`config.mk`:
```
export PLATFORM = sky130hd
export DESIGN_NAME = pipelined_addsub
export DESIGN_NICKNAME = d
export VERILOG_FILES = /design/src/rtl/pipelined_addsub.sv
export SDC_FILE = /design/constraint.sdc
export NUM_CORES = 1
export LEC_CHECK = 0
export ABC_AREA = 1
export CORE_MARGIN = 3
export CORE_UTILIZATION = 53
export CTS_BUF_LIST = sky130_fd_sc_hd__clkbuf_4 sky130_fd_sc_hd__clkbuf_8 sky130_fd_sc_hd__clkbuf_16
export DETAILED_ROUTE_END_ITERATION = 10
export PLACE_DENSITY = 0.88
export SYNTH_ARGS = -nofsm -noshare
export SYNTH_HDL_FRONTEND = slang
export SYNTH_SLANG_ARGS = --single-unit
```
`constraint.sdc`:
```
create_clock -name clk -period 1.8 [get_ports clk]
set_input_delay 0.18 -clock clk [delete_from_list [all_inputs] [get_ports clk]]
set_output_delay 0.18 -clock clk [all_outputs]
set_load 0.02 [all_outputs]
```
`src/rtl/pipelined_addsub.sv`:
```
// rtl/pipelined_addsub.sv - pipelined two's-complement adder/subtractor with valid/ready handshake
//
// Carry chain is cut into STAGE_W-bit slices, one register stage per slice,
// STAGES = ceil(WIDTH/STAGE_W) cycles of latency, one operation per clock.
// Optional build macro ADDSUB_SAT_EN: signed saturation of sum on overflow.
//
// Ports:
//   clk, rst_n            clock, asynchronous active-low reset
//   in_valid / in_ready   operand handshake (a, b, cin, sub)
//   a, b                  WIDTH-bit operands
//   cin                   carry-in for add (ignored when sub=1)
//   sub                   0: a+b+cin, 1: a-b
//   out_valid / out_ready result handshake (sum, cout, ovf)
//   sum                   WIDTH-bit result
//   cout                  carry out of MSB (for sub, 1 = no borrow)
//   ovf                   signed overflow
module pipelined_addsub #(
    parameter int WIDTH   = 8,
    parameter int STAGE_W = 2
) (
    input  logic             clk,
    input  logic             rst_n,
    input  logic             in_valid,
    output logic             in_ready,
    input  logic [WIDTH-1:0] a,
    input  logic [WIDTH-1:0] b,
    input  logic             cin,
    input  logic             sub,
    output logic             out_valid,
    input  logic             out_ready,
    output logic [WIDTH-1:0] sum,
    output logic             cout,
    output logic             ovf
);

    localparam int STAGES = (WIDTH + STAGE_W - 1) / STAGE_W;
    localparam int LAST   = STAGES - 1;

    typedef struct packed {
        logic [WIDTH-1:0] s;
        logic             c;     // carry out of this slice
        logic             cmsb;  // carry into bit WIDTH-1 (only set by the slice owning the MSB)
    } slice_res_t;

    // Ripple-add only the bits belonging to slice k; other sum bits pass through.
    function automatic slice_res_t add_slice(input int k,
                                             input logic [WIDTH-1:0] op_a,
                                             input logic [WIDTH-1:0] op_b,
                                             input logic [WIDTH-1:0] s_in,
                                             input logic c_in);
        slice_res_t r;
        logic       c;
        r.s    = s_in;
        r.cmsb = 1'b0;
        c      = c_in;
        for (int i = 0; i < WIDTH; i++) begin
            if (i / STAGE_W == k) begin
                if (i == WIDTH - 1) r.cmsb = c;
                r.s[i] = op_a[i] ^ op_b[i] ^ c;
                c      = (op_a[i] & op_b[i]) | (op_a[i] & c) | (op_b[i] & c);
            end
        end
        r.c = c;
        return r;
    endfunction

    logic [WIDTH-1:0] a_q  [STAGES];
    logic [WIDTH-1:0] bp_q [STAGES];
    logic [WIDTH-1:0] s_q  [STAGES];
    logic             c_q  [STAGES];
    logic             v_q  [STAGES];
    logic             ovf_q;

    logic [WIDTH-1:0] a_d  [STAGES];
    logic [WIDTH-1:0] bp_d [STAGES];
    logic [WIDTH-1:0] s_d  [STAGES];
    logic             c_d  [STAGES];
    logic             v_d  [STAGES];
    logic             ovf_d;

    slice_res_t       res  [STAGES];
    logic             advance;

    // Whole pipe moves as one; a held result stalls every stage.
    assign advance  = !v_q[LAST] | out_ready;
    assign in_ready = advance;

    for (genvar k = 0; k < STAGES; k++) begin : g_stage
        if (k == 0) begin : g_first
            // b is inverted once at entry; the op's sub bit is not needed further down.
            assign a_d[k]  = a;
            assign bp_d[k] = sub ? ~b : b;
            assign v_d[k]  = in_valid;
            assign res[k]  = add_slice(k, a, sub ? ~b : b, '0, sub | cin);
        end else begin : g_next
            assign a_d[k]  = a_q[k-1];
            assign bp_d[k] = bp_q[k-1];
            assign v_d[k]  = v_q[k-1];
            assign res[k]  = add_slice(k, a_q[k-1], bp_q[k-1], s_q[k-1], c_q[k-1]);
        end

        assign c_d[k] = res[k].c;

        if (k == LAST) begin : g_final
            assign ovf_d = res[k].cmsb ^ res[k].c;
`ifdef ADDSUB_SAT_EN
            // Saturate toward the sign of A; cout/ovf keep the raw condition.
            assign s_d[k] = !ovf_d ? res[k].s :
                            a_d[k][WIDTH-1] ? {1'b1, {(WIDTH-1){1'b0}}}
                                            : {1'b0, {(WIDTH-1){1'b1}}};
`else
            assign s_d[k] = res[k].s;
`endif
        end else begin : g_mid
            assign s_d[k] = res[k].s;
        end
    end

    always_ff @(posedge clk or negedge rst_n) begin
        if (!rst_n) begin
            for (int k = 0; k < STAGES; k++) begin
                a_q[k]  <= '0;
                bp_q[k] <= '0;
                s_q[k]  <= '0;
                c_q[k]  <= 1'b0;
                v_q[k]  <= 1'b0;
            end
            ovf_q <= 1'b0;
        end else if (advance) begin
            for (int k = 0; k < STAGES; k++) begin
                a_q[k]  <= a_d[k];
                bp_q[k] <= bp_d[k];
                s_q[k]  <= s_d[k];
                c_q[k]  <= c_d[k];
                v_q[k]  <= v_d[k];
            end
            ovf_q <= ovf_d;
        end
    end

    assign out_valid = v_q[LAST];
    assign sum       = s_q[LAST];
    assign cout      = c_q[LAST];
    assign ovf       = ovf_q;

endmodule

```
Word-level counts from Yosys, hierarchy flattened

Cells that the tools add are included.
Widths: inputs -> output; s select.

Equality and inequality tests: 0
Mux-type cells: 1
Bitwise operators: 60
Reductions and logical operators: 1
Add/sub/neg operators: 0
Shift-type cells: 0
$mul: 0
Magnitude comparators: 0
Div/mod/pow operators: 0

Operators by type and width:

| kind            | number |
|---|---|
| $and 1x1->1     | 24 |
| $or 1x1->1      | 18 |
| $xor 1x1->1     | 17 |
| $mux 8          | 1 |
| $not 8->8       | 1 |
| $logic_not 1->1 | 1 |

Register bits after elaboration: 77
Memories kept: 0
Output and inout port bits: 12
Bits in latches: 0
Bits in writable memories: 0
Memory bits (read-only): 0

Logic depth before layout (Yosys ltp)

Gate-level depths: netlist (run 1).

Depth in word-level cells: 8
Depth in mapped cells: 7
Mapped depth without buffers: 7

Least setup slack after synthesis (run 1)

Ideal clock, no wire load.

Kind: input-to-reg
Start point: input sub
End point: register s_q (netlist bit res[23])
Stages on the path: 6
Setup slack: 140 ps
Arrival time: 1544 ps
Required time: 1684 ps
Setup time: 116 ps
Path through: buf_2 > or2_2 > fa_1 > fa_1 > nand2_1 > nand2_1

RTL lines:

| element                         | RTL line | text |
|---|---|---|
| from (decl)                     | 28       | `input logic sub,` |
| to (signal, indexed assignment) | 133      | `s_q[k] <= s_d[k];` |
| to (decl)                       | 69       | `logic [WIDTH-1:0] s_q [STAGES];` |

==> summary.md, run 1 <==
| Metric | Value |
|---|---|
| Status | `finished, violations left` |
| Failing checks | `negative hold slack` |
| Yosys cell types | `15` |
| Crit path DAT | `1960 ps` |
| Final instance area | `0.002771 mm^2` |
| Seq/Total Area, Yosys | `0.5720` |
| Rel. slew slack | `0.5712` |
| Placed inst area | `0.002670 mm^2` |
| Initial core utilization | `0.5634` |
| Via Count | `1602` |
| Nets | `317` |
| I/O pin cnt | `34` |
| Initial drt markers | `157` |
| Flop pwr share | `0.454` |
| Commonest non-fill, non-tap cells in the layout | `nand2_1, dfrtp_1, clkdlybuf4s50_1` |
| Flops & latches, synth | `53` |
| Worst R2R Path Depth | `7` |
| Avg WL per Cell | `11.04 um` |
| Num CTS Buffers | `5` |
| Initial antenna violation count | `0` |
| Largest net degree at the start of global routing | `54` |
| Synth area leaders | `dfrtp_1, nand2_1, fa_1` |
| Setup Fix Bufs, Post-CTS | `0` |
| Drt via density | `4.740` |
| Cells after synthesis | `253` |
| Placed Cells | `330` |
| Power Dens Cells | `1548 mW/mm^2` |
| CP max FO | `4` |
| Post-synth top area cell | `dfrtp_1` |
| CP bufs+invs | `1` |
| DRT Wirelength | `3.731 mm` |
| Pleak | `1.417 nW` |
| Clk Latency, worst-skew pair | `300 ps` |
| Reg-to-Reg Start | `c_q[1]` |
| DRC viols | `0` |
| Core area | `0.004115 mm^2` |
| 1st-pass router iterations | `4` |
| PostCTS Resize Cnt | `0` |
| Cell type group with the largest total delay on the critical path | `adder cells` |
| Gp weighted congestion | `0.7172` |
| Clock power frac | `0.165` |
| Max Cap Viol | `0` |
| # H-tree levels | `2` |
| Sw frac | `0.3588` |
| Std-Cell Rows | `23` |
| CP Depth | `6` |
| Worst EP required | `2050 ps` |
| Area grow syn2layout | `19.54%` |
| Net Sw Power | `1.540 mW` |
| Clk root buf | `clkbuf_8` |
| Hold slack | `-16.14 ps` |
| CTS Hold Bufs | `0` |
| Worst-Margin Slew | `643.2 ps` |
| Peak VDD IR | `0.6168 mV` |
| Antenna-violating nets left | `0` |
| DP HPWL | `2.553 mm` |
| Critical path class | `in -> reg` |
| Min Tclk post-route | `1718 ps` |
| P_int | `2.751 mW` |
| Synth warnings | `0` |
| Clock transition at path regs | `90 ps` |
| Vias in the first global route | `1513` |
| Max Slew Vio Count | `0` |
| Clock sink count | `53` |
| First-pass GRT wire length | `6.403 mm` |
| Congestion Overflow GR | `0` |
| Mapped Nets | `283` |
| CP peak stage delay | `490 ps` |
| Final Cycle Share | `0.9544` |
| IO buf count | `33` |
| Total power | `4.291 mW` |
| Setup repair after global routing missed its margin | `false` |
| Critical path cell sequence | `clkdlybuf4s50_1 > or2_2 > fa_1 > fa_1 > nand2_1 > nand2_1` |
| Hold WC Path Type | `in -> async` |
| Crit. Startpoint | `sub` |
| Fraction of layout cells with a size suffix above 1 | `0.06597` |
| Setup crit end kind | `flip-flop` |
| Die width | `72.14 um` |
| CP Launch Type | `input port` |
| CTS tree | `yes` |
| Post-Layout Cell Count | `338` |
| Worst-path cell with the longest stage delay | `fa_1` |
| Mean Syn Cell Area | `9.164 um^2` |
| Clock Tree Buf Depth | `2` |
| Logic gate share of total power | `0.381` |
| Die H | `72.14 um` |
| Die area | `0.005204 mm^2` |
| Overall routing resource usage | `0.1616` |
| Mapped cell area | `0.002318 mm^2` |
| # setup viols final | `0` |
| Final-report hold violation count | `51` |
| Diode count | `0` |
| Fmax | `0.5821 GHz` |
| Commonest non-fill, non-tap cell in the layout | `nand2_1` |
| Worst Skew | `2.581 ps` |
| Yosys top cell area share | `0.5720` |
-- through the flow --
stage | utilization | hold slack (ps) | TNS [ps] | worst slack [ps]
3_5_place_dp | 0.6488 | 330.9 | -437.8 | -239.1
3_3_place_gp | 0.6488 | 326.9 | -361.5 | -206.9
4_1_cts | 0.6735 | 1.697 | 0 | 85.46
6_report | 0.6735 | -16.14 | 0 | 82.15
2_1_floorplan | - | -115.6 | 0 | 139.5
5_1_grt | 0.6735 | 29.39 | 0 | 3.804
-- power groups by stage --
| stage | logic (mW) | clock network (mW) | registers [mW] |
|---|---|---|---|
| global route | 1.86 | 0.779 | 2.02 |
| global placement | 1.57 | 0 | 1.94 |
| floorplan | 1.01 | 0 | 2.07 |
| CTS | 1.66 | 0.732 | 1.95 |
| finish | 1.63 | 0.709 | 1.95 |
| detailed placement | 1.65 | 0 | 1.97 |
-- flip-flops by register name (all words and copies together) (netlist names) --
name       flops
a_d           12
bp_d          12
res           12
sum            8
c_q            3
v_d            3
cout           1
out_valid      1
ovf            1
-- cells in the mapped netlist --
cell type	count
buf_2	6
buf_4	1
buf_6	5
dfrtp_1	53
fa_1	8
inv_1	28
inv_2	1
nand2_1	114
nand2_2	1
nand3_1	7
nor2_4	1
o21ai_0	14
o21ai_1	11
or2_2	1
xor2_1	2
-- logic make-up after synthesis --
group	synth area share
xor+xnor	0.007557
buf+inv	0.08742
fa+ha+maj	0.06908
flops	0.5720
simple gates	0.2099
compound gates	0.05397
-- metal layers --
metal | track usage | share of wire | vias to the layer above | wire length, um
met5 | 0 | 0 | - | 0
met3 | 0.04571 | 0.048 | 4 | 178
met2 | 0.2801 | 0.49 | 35 | 1813
met4 | 0.06263 | 0.015 | 0 | 57
met1 | 0.1894 | 0.45 | 737 | 1682
li1 | - | - | 826 | -
-- final timing paths --
kind                        endpoint  slack (ps)
hold / removal                sum[6]         -20
max in group asynchronous     v_d[0]        1390
setup reg to reg                 ovf         110
setup / recovery             res[23]          80
min in group clk              v_d[2]         420
hold reg to reg            out_valid         460
-- cell type report --
| class | count | area (um^2) |
|---|---|---|
| timing repair buffer | 39 | 382.9 |
| sequential | 53 | 1326 |
| tap | 50 | 62.56 |
| clock buffer | 7 | 96.34 |
| inverter | 29 | 108.9 |
| multi-input combinational | 159 | 789.5 |
| clock inverter | 1 | 5.005 |
| fill | 342 | 1344 |
Power figures use the tool's default switching activity.
==> run 2: changes to the inputs <==
CORE_UTILIZATION = 60   (was 53)
DONT_BUFFER_PORTS = 1   (was default)
PLACE_DENSITY = 0.86   (was 0.88)
==> run 2 against run 1 <==
The flow now finishes without violations. Total power shrank 1.7%. Non-clock buffer count shrank 28. Clock power grew 17%. Global-route usage grew 4.0 points. Wire length grew 4.7%. Hold slack gained 39 ps. Die area shrank 11%. Final area shrank 7.6%. Sequential cell count is the same. Maximum frequency grew 5.4%. Sequential power grew 9%. Via count shrank 2.6%.
==> summary.md, run 2 (same netlist as run 1, synthesis figures left out) <==
| Metric | Value |
|---|---|
| Status | `finished clean (was finished, violations left)` |
| Fmax | `0.6134 GHz (was 0.5821 GHz)` |
| Commonest non-fill, non-tap cells in the layout | `nand2_1, dfrtp_1, inv_1 (was nand2_1, dfrtp_1, clkdlybuf4s50_1)` |
| # H-tree levels | `2 (unchanged)` |
| Flop pwr share | `0.503 (was 0.454)` |
| Worst Skew | `9.983 ps (was 2.581 ps)` |
| Worst-Margin Slew | `411.1 ps (was 643.2 ps)` |
| Die width | `68.16 um (was 72.14 um)` |
| Worst EP required | `2020 ps (was 2050 ps)` |
| Drt via density | `5.098 (was 4.740)` |
| Sw frac | `0.3665 (was 0.3588)` |
| DRT Wirelength | `3.905 mm (was 3.731 mm)` |
| Hold_sp | `a[6]` |
| First-pass GRT wire length | `6.762 mm (was 6.403 mm)` |
| Overall routing resource usage | `0.2019 (was 0.1616)` |
| CTS Hold Bufs | `8 (was 0)` |
| Vias in the first global route | `1582 (was 1513)` |
| Largest net degree at the start of global routing | `54 (unchanged)` |
| Critical path cell sequence | `inv_1 > fa_1 > fa_1 > inv_1 > nand2_1 > nand3_1 > nand2_1 (was clkdlybuf4s50_1 > or2_2 > fa_1 > fa_1 > nand2_1 > nand2_1)` |
| Clock sink count | `53 (unchanged)` |
| # setup viols final | `0 (unchanged)` |
| Worst R2R Path Depth | `7 (unchanged)` |
| Nets | `289 (was 317)` |
| Peak VDD IR | `0.7394 mV (was 0.6168 mV)` |
| P_int | `2.673 mW (was 2.751 mW)` |
| Clk Latency, worst-skew pair | `320 ps (was 300 ps)` |
| Power Dens Cells | `1648 mW/mm^2 (was 1548 mW/mm^2)` |
| DP HPWL | `2.532 mm (was 2.553 mm)` |
| PostCTS Resize Cnt | `0 (unchanged)` |
| Fraction of layout cells with a size suffix above 1 | `0.06154 (was 0.06597)` |
| Initial antenna violation count | `0 (unchanged)` |
| Hold slack | `23.19 ps (was -16.14 ps)` |
| IO buf count | `0 (was 33)` |
| Setup TNS Final | `0 ps (unchanged)` |
| 1st-pass router iterations | `4 (unchanged)` |
| Clk root buf | `clkbuf_8 (unchanged)` |
| Setup crit end kind | `flip-flop (unchanged)` |
| Logic gate share of total power | `0.299 (was 0.381)` |
| Setup repair after global routing missed its margin | `false (unchanged)` |
| Via Count | `1560 (was 1602)` |
| CTS tree | `yes (unchanged)` |
| Antenna-violating nets left | `0 (unchanged)` |
| Worst-path cell with the longest stage delay | `fa_1 (unchanged)` |
| Pleak | `1.335 nW (was 1.417 nW)` |
| Max Cap Viol | `0 (unchanged)` |
| Avg WL per Cell | `12.76 um (was 11.04 um)` |
| Sequential cell area | `0.001326 mm^2 (unchanged)` |
| Final Cycle Share | `0.9056 (was 0.9544)` |
| Critical path class | `reg -> reg (was in -> reg)` |
| Rel. slew slack | `0.7250 (was 0.5712)` |
| Crit. Startpoint | `c_q[1] (was sub)` |
| FILL cells | `262 (was 342)` |
| Initial drt markers | `116 (was 157)` |
| I/O pin cnt | `34 (unchanged)` |
| R2R Path End | `ovf (unchanged)` |
| Initial core utilization | `0.6585 (was 0.5634)` |
| Crit path DAT | `1850 ps (was 1960 ps)` |
| Multi-input logic area | `789.5 um^2 (unchanged)` |
| Reg-to-Reg Start | `c_q[1] (unchanged)` |
| Die H | `68.16 um (was 72.14 um)` |
| Core area | `0.003521 mm^2 (was 0.004115 mm^2)` |
| Hold WC Path Type | `in -> reg (was in -> async)` |
| Congestion Overflow GR | `0 (unchanged)` |
| CP max FO | `3 (was 4)` |
| Diode count | `0 (unchanged)` |
| Gp weighted congestion | `0.7440 (was 0.7172)` |
| Max Slew Vio Count | `0 (unchanged)` |
| Hold depth | `2` |
| Final-report hold violation count | `0 (was 51)` |
| CP Launch Type | `flip-flop (was input port)` |
| Min Tclk post-route | `1630 ps (was 1718 ps)` |
| Num CTS Buffers | `5 (unchanged)` |
| Die area | `0.004646 mm^2 (was 0.005204 mm^2)` |
| Clock Tree Buf Depth | `2 (unchanged)` |
| Hold endpoint | `a_d[22]` |
| CP peak stage delay | `470 ps (was 490 ps)` |
| DRC viols | `0 (unchanged)` |
| Setup Fix Bufs, Post-CTS | `0 (unchanged)` |
| Clock transition at path regs | `90 ps (about the same)` |
| Worst reg-to-reg setup slack | `170 ps (was 110 ps)` |
| Net Sw Power | `1.546 mW (was 1.540 mW)` |
| Std-Cell Rows | `21 (was 23)` |
| Commonest non-fill, non-tap cell in the layout | `nand2_1 (unchanged)` |
| Area grow syn2layout | `10.42% (was 19.54%)` |
| Clock power frac | `0.198 (was 0.165)` |
| Core Util, Final | `0.7271 (was 0.6735)` |
[run 2: changes by cell type in the layout (fill, tap and decap cells not counted), sizes merged]
cell,change
clkdlybuf4s50,-32
clkinv,-1
dlygate4sd3,+7
buf,-3
bufinv,+1
[run 2: worst max path at each step]
stage / end / slack, ps / cells past startpoint
floorplan: res[23] / 140 / 6
global placement: ovf / 240 / 7
detailed placement: ovf / 180 / 7
CTS: ovf / 170 / 7
global route: ovf / 70 / 7
finish: ovf / 170 / 7
[run 2: per-stage QoR]
stage	total power [mW]	cell area, um^2	std cells	setup WS [ps]
finish	4.219	2560	306	169.8
global route	4.583	2560	306	70.74
CTS	4.268	2560	306	172.1
detailed placement	3.377	2342	290	181.2
global placement	3.266	2342	290	237.7
floorplan	3.081	2318	253	139.5
[run 2: power groups by stage]
stage	combinational, mW	sequential (mW)	clock, mW
floorplan	1.01	2.07	0
CTS	1.29	2.13	0.852
finish	1.26	2.12	0.833
detailed placement	1.23	2.15	0
global route	1.50	2.19	0.893
global placement	1.15	2.12	0
[run 2: critical path, delay by kind of cell (launching register included)]
kind	cells	cell delay (ps)
AND/OR/NAND/NOR	3	170
flip-flops	1	350
adder cells (fa/ha/maj)	2	890
buffers and inverters	2	130
[run 2: cell type report]
class	count	area share
flip-flops and latches	53	0.5181
clock inverters	1	0.01173
multi-input cells	159	0.3084
repair buffers	11	0.06158
clock buffers	7	0.03519
well taps	46	0.02248
inverters	29	0.04252
[run 2: layer usage]
metal  up-vias  track usage  share of wire
li1        772            -              -
met1       742       0.2287           0.43
met2        36       0.3514           0.50
met3        10      0.06897          0.057
met4         0      0.07444          0.021
met5         -            0              0
==> run 3: changes to the inputs <==
PLACE_DENSITY = 0.76   (was 0.86)
SETUP_SLACK_MARGIN = 0.4   (was default)
==> run 3 against run 2 <==
The flow now finishes with violations (negative hold slack). Clock skew decreased by 4.6 ps. Largest power group unchanged. Largest cell class unchanged. Clock-buffer cell count unchanged. Via count decreased by 2.4%.
==> summary.md, run 3 (same netlist as run 1, synthesis figures left out) <==
| Metric | Value |
|---|---|
| Clk Latency, worst-skew pair | `300 ps (was 320 ps)` |
| Met1 wire length | `1.718 mm (was 1.661 mm)` |
| Worst Skew | `5.352 ps (was 9.983 ps)` |
| Std-Cell Rows | `21 (unchanged)` |
| Met3 WL | `274 um (was 223 um)` |
| Initial drt markers | `81 (was 116)` |
| Worst-Margin Slew | `250.0 ps (was 411.1 ps)` |
| Hold slack | `-437.6 ps (was 23.19 ps)` |
| Setup TNS Final | `0 ps (unchanged)` |
| Logic gate share of total power | `0.332 (was 0.299)` |
| Initial core utilization | `0.6585 (unchanged)` |
| Critical path class | `reg -> reg (unchanged)` |
| FILL cells | `268 (was 262)` |
| Drt via density | `4.993 (was 5.098)` |
| Avg WL per Cell | `12.55 um (was 12.76 um)` |
| Post-Layout Cell Count | `305 (was 306)` |
| First-pass GRT wire length | `6.182 mm (was 6.762 mm)` |
| Largest net degree at the start of global routing | `58 (was 54)` |
| Failing checks | `negative hold slack` |
| DR top layer | `met4 (unchanged)` |
| Max Cap Viol | `0 (unchanged)` |
| # H-tree levels | `2 (unchanged)` |
| Commonest non-fill, non-tap cells in the layout | `nand2_1, dfrtp_1, inv_1 (unchanged)` |
| Gp weighted congestion | `0.7081 (was 0.7440)` |
| Area grow syn2layout | `9.336% (was 10.42%)` |
| I/O pin cnt | `34 (unchanged)` |
| Crit path DAT | `1690 ps (was 1850 ps)` |
| CTS tree | `yes (unchanged)` |
| Placed inst area | `0.002337 mm^2 (was 0.002342 mm^2)` |
| Final Cycle Share | `0.8348 (was 0.9056)` |
| Power Dens Cells | `1676 mW/mm^2 (was 1648 mW/mm^2)` |
| Fmax | `0.6655 GHz (was 0.6134 GHz)` |
| Num CTS Buffers | `5 (unchanged)` |
| Peak VDD IR | `0.6484 mV (was 0.7394 mV)` |
| IO buf count | `0 (unchanged)` |
| Net Sw Power | `1.574 mW (was 1.546 mW)` |
| Commonest non-fill, non-tap cell in the layout | `nand2_1 (unchanged)` |
| # setup viols final | `0 (unchanged)` |
| CTS Hold Bufs | `3 (was 8)` |
| Clock Tree Buf Depth | `2 (unchanged)` |
| Fraction of layout cells with a size suffix above 1 | `0.1274 (was 0.06154)` |
| CP max FO | `2 (was 3)` |
| Clk root buf | `clkbuf_8 (unchanged)` |
| Core area | `0.003521 mm^2 (unchanged)` |
| P_int | `2.674 mW (was 2.673 mW)` |
| Nets | `288 (was 289)` |
| Placed Cells | `289 (was 290)` |
| DRC viols | `0 (unchanged)` |
| 1st-pass router iterations | `4 (unchanged)` |
| Hold WC Path Type | `in -> async (was in -> reg)` |
| Clock sink count | `53 (unchanged)` |
| DP HPWL | `2.359 mm (was 2.532 mm)` |
| Worst EP required | `1990 ps (was 2020 ps)` |
| Die width | `68.16 um (unchanged)` |
| DRT Wirelength | `3.828 mm (was 3.905 mm)` |
| Via Count | `1523 (was 1560)` |
| Vias in the first global route | `1418 (was 1582)` |
| Pleak | `1.315 nW (was 1.335 nW)` |
| Core Util, Final | `0.7200 (was 0.7271)` |
| Antenna-violating nets left | `0 (unchanged)` |
| Max Slew Vio Count | `0 (unchanged)` |
| Congestion Overflow GR | `0 (unchanged)` |
| Sw frac | `0.3706 (was 0.3665)` |
| Routed met2 length | `1.778 mm (was 1.937 mm)` |
| Initial antenna violation count | `0 (unchanged)` |
| Final instance area | `0.002535 mm^2 (was 0.002560 mm^2)` |
| Setup repair after global routing missed its margin | `true (was false)` |
| Clock power frac | `0.168 (was 0.198)` |
| Rel. slew slack | `0.8333 (was 0.7250)` |
| Flop pwr share | `0.500 (was 0.503)` |
| Diode count | `0 (unchanged)` |
| CP Launch Type | `flip-flop (unchanged)` |
| Final-report hold violation count | `53 (was 0)` |
| Die area | `0.004646 mm^2 (unchanged)` |
| Overall routing resource usage | `0.1824 (was 0.2019)` |
| Setup crit end kind | `flip-flop (unchanged)` |
| Clock transition at path regs | `90 ps (about the same)` |
| Min Tclk post-route | `1503 ps (was 1630 ps)` |
| Status | `finished, violations left (was finished clean)` |
| Die H | `68.16 um (unchanged)` |
==> run 3: changes by cell type in the layout (fill, tap and decap cells not counted), moves of 2 or more <==
cell and delta:
o21ai_2 +2, fa_1 -6, inv_1 -5, buf_4 +4
dlygate4sd3_1 -4, fa_2 +6, o21ai_1 +4, o21ai_0 -6
inv_2 +5
==> run 3: final cells by class <==
class / count / area [um^2] / share of cell area
Clock buffer: 7 / 96.34 / 0.03801
Clock inverter: 1 / 5.005 / 0.001974
Inverter: 29 / 108.9 / 0.04294
Multi-Input combinational cell: 159 / 814.5 / 0.3213
Sequential cell: 53 / 1328 / 0.5237
Tap cell: 46 / 57.56 / 0.02270
Timing Repair Buffer: 10 / 125.1 / 0.04936
==> run 3: what timing repair did <==
action,4_1_cts,5_1_grt
endpoints found under the setup margin,6,8
buffers inserted,2,2
cloned,0,1
hold endpoints to repair,56,53
gates resized for setup,2,11
pin swaps,0,2
==> run 3: critical path, cell delays in order, from the launching register on <==
cell and delay [ps]:
dfrtp_1 350, inv_2 50, fa_2 400, fa_2 540, o21ai_2 50
==> run 3: per-layer routing <==
| layer | vias up | GRT usage |
|---|---|---|
| li1 | 769 | - |
| met3 | 4 | 0.04598 |
| met5 | - | 0 |
| met4 | 0 | 0.08933 |
| met2 | 45 | 0.2888 |
| met1 | 705 | 0.2342 |
==> run 3: power groups by stage <==
stage                     clock (mW)  sequential, mW  combinational [mW]
after floorplan                    0            2.08                1.04
after global placement             0            2.12                1.17
after detailed placement           0            2.14                1.24
after CTS                      0.727            2.12                1.29
after global routing           0.772            2.19                1.64
final                          0.712            2.13                1.41
==> run 3: final timing paths <==
path                               from        end  slack, ps  cells past startpoint
worst max-delay path            bp_d[6]     sum[7]        300                      4
worst max register to register  bp_d[6]     sum[7]        300                      4
worst min-delay path              rst_n     c_q[1]       -440                      0
max in group asynchronous         rst_n  out_valid       2150                      0
min in group clk                   a[5]    a_d[21]         10                      2
worst min register to register   v_d[0]  out_valid        460                      2
==> run 3: stage by stage <==
stage	power, mW	setup slack (ps)
after floorplan	3.112	257.5
after global placement	3.294	338.2
after detailed placement	3.379	297.6
after CTS	4.139	291.8
after global routing	4.601	253.4
final	4.247	297.4
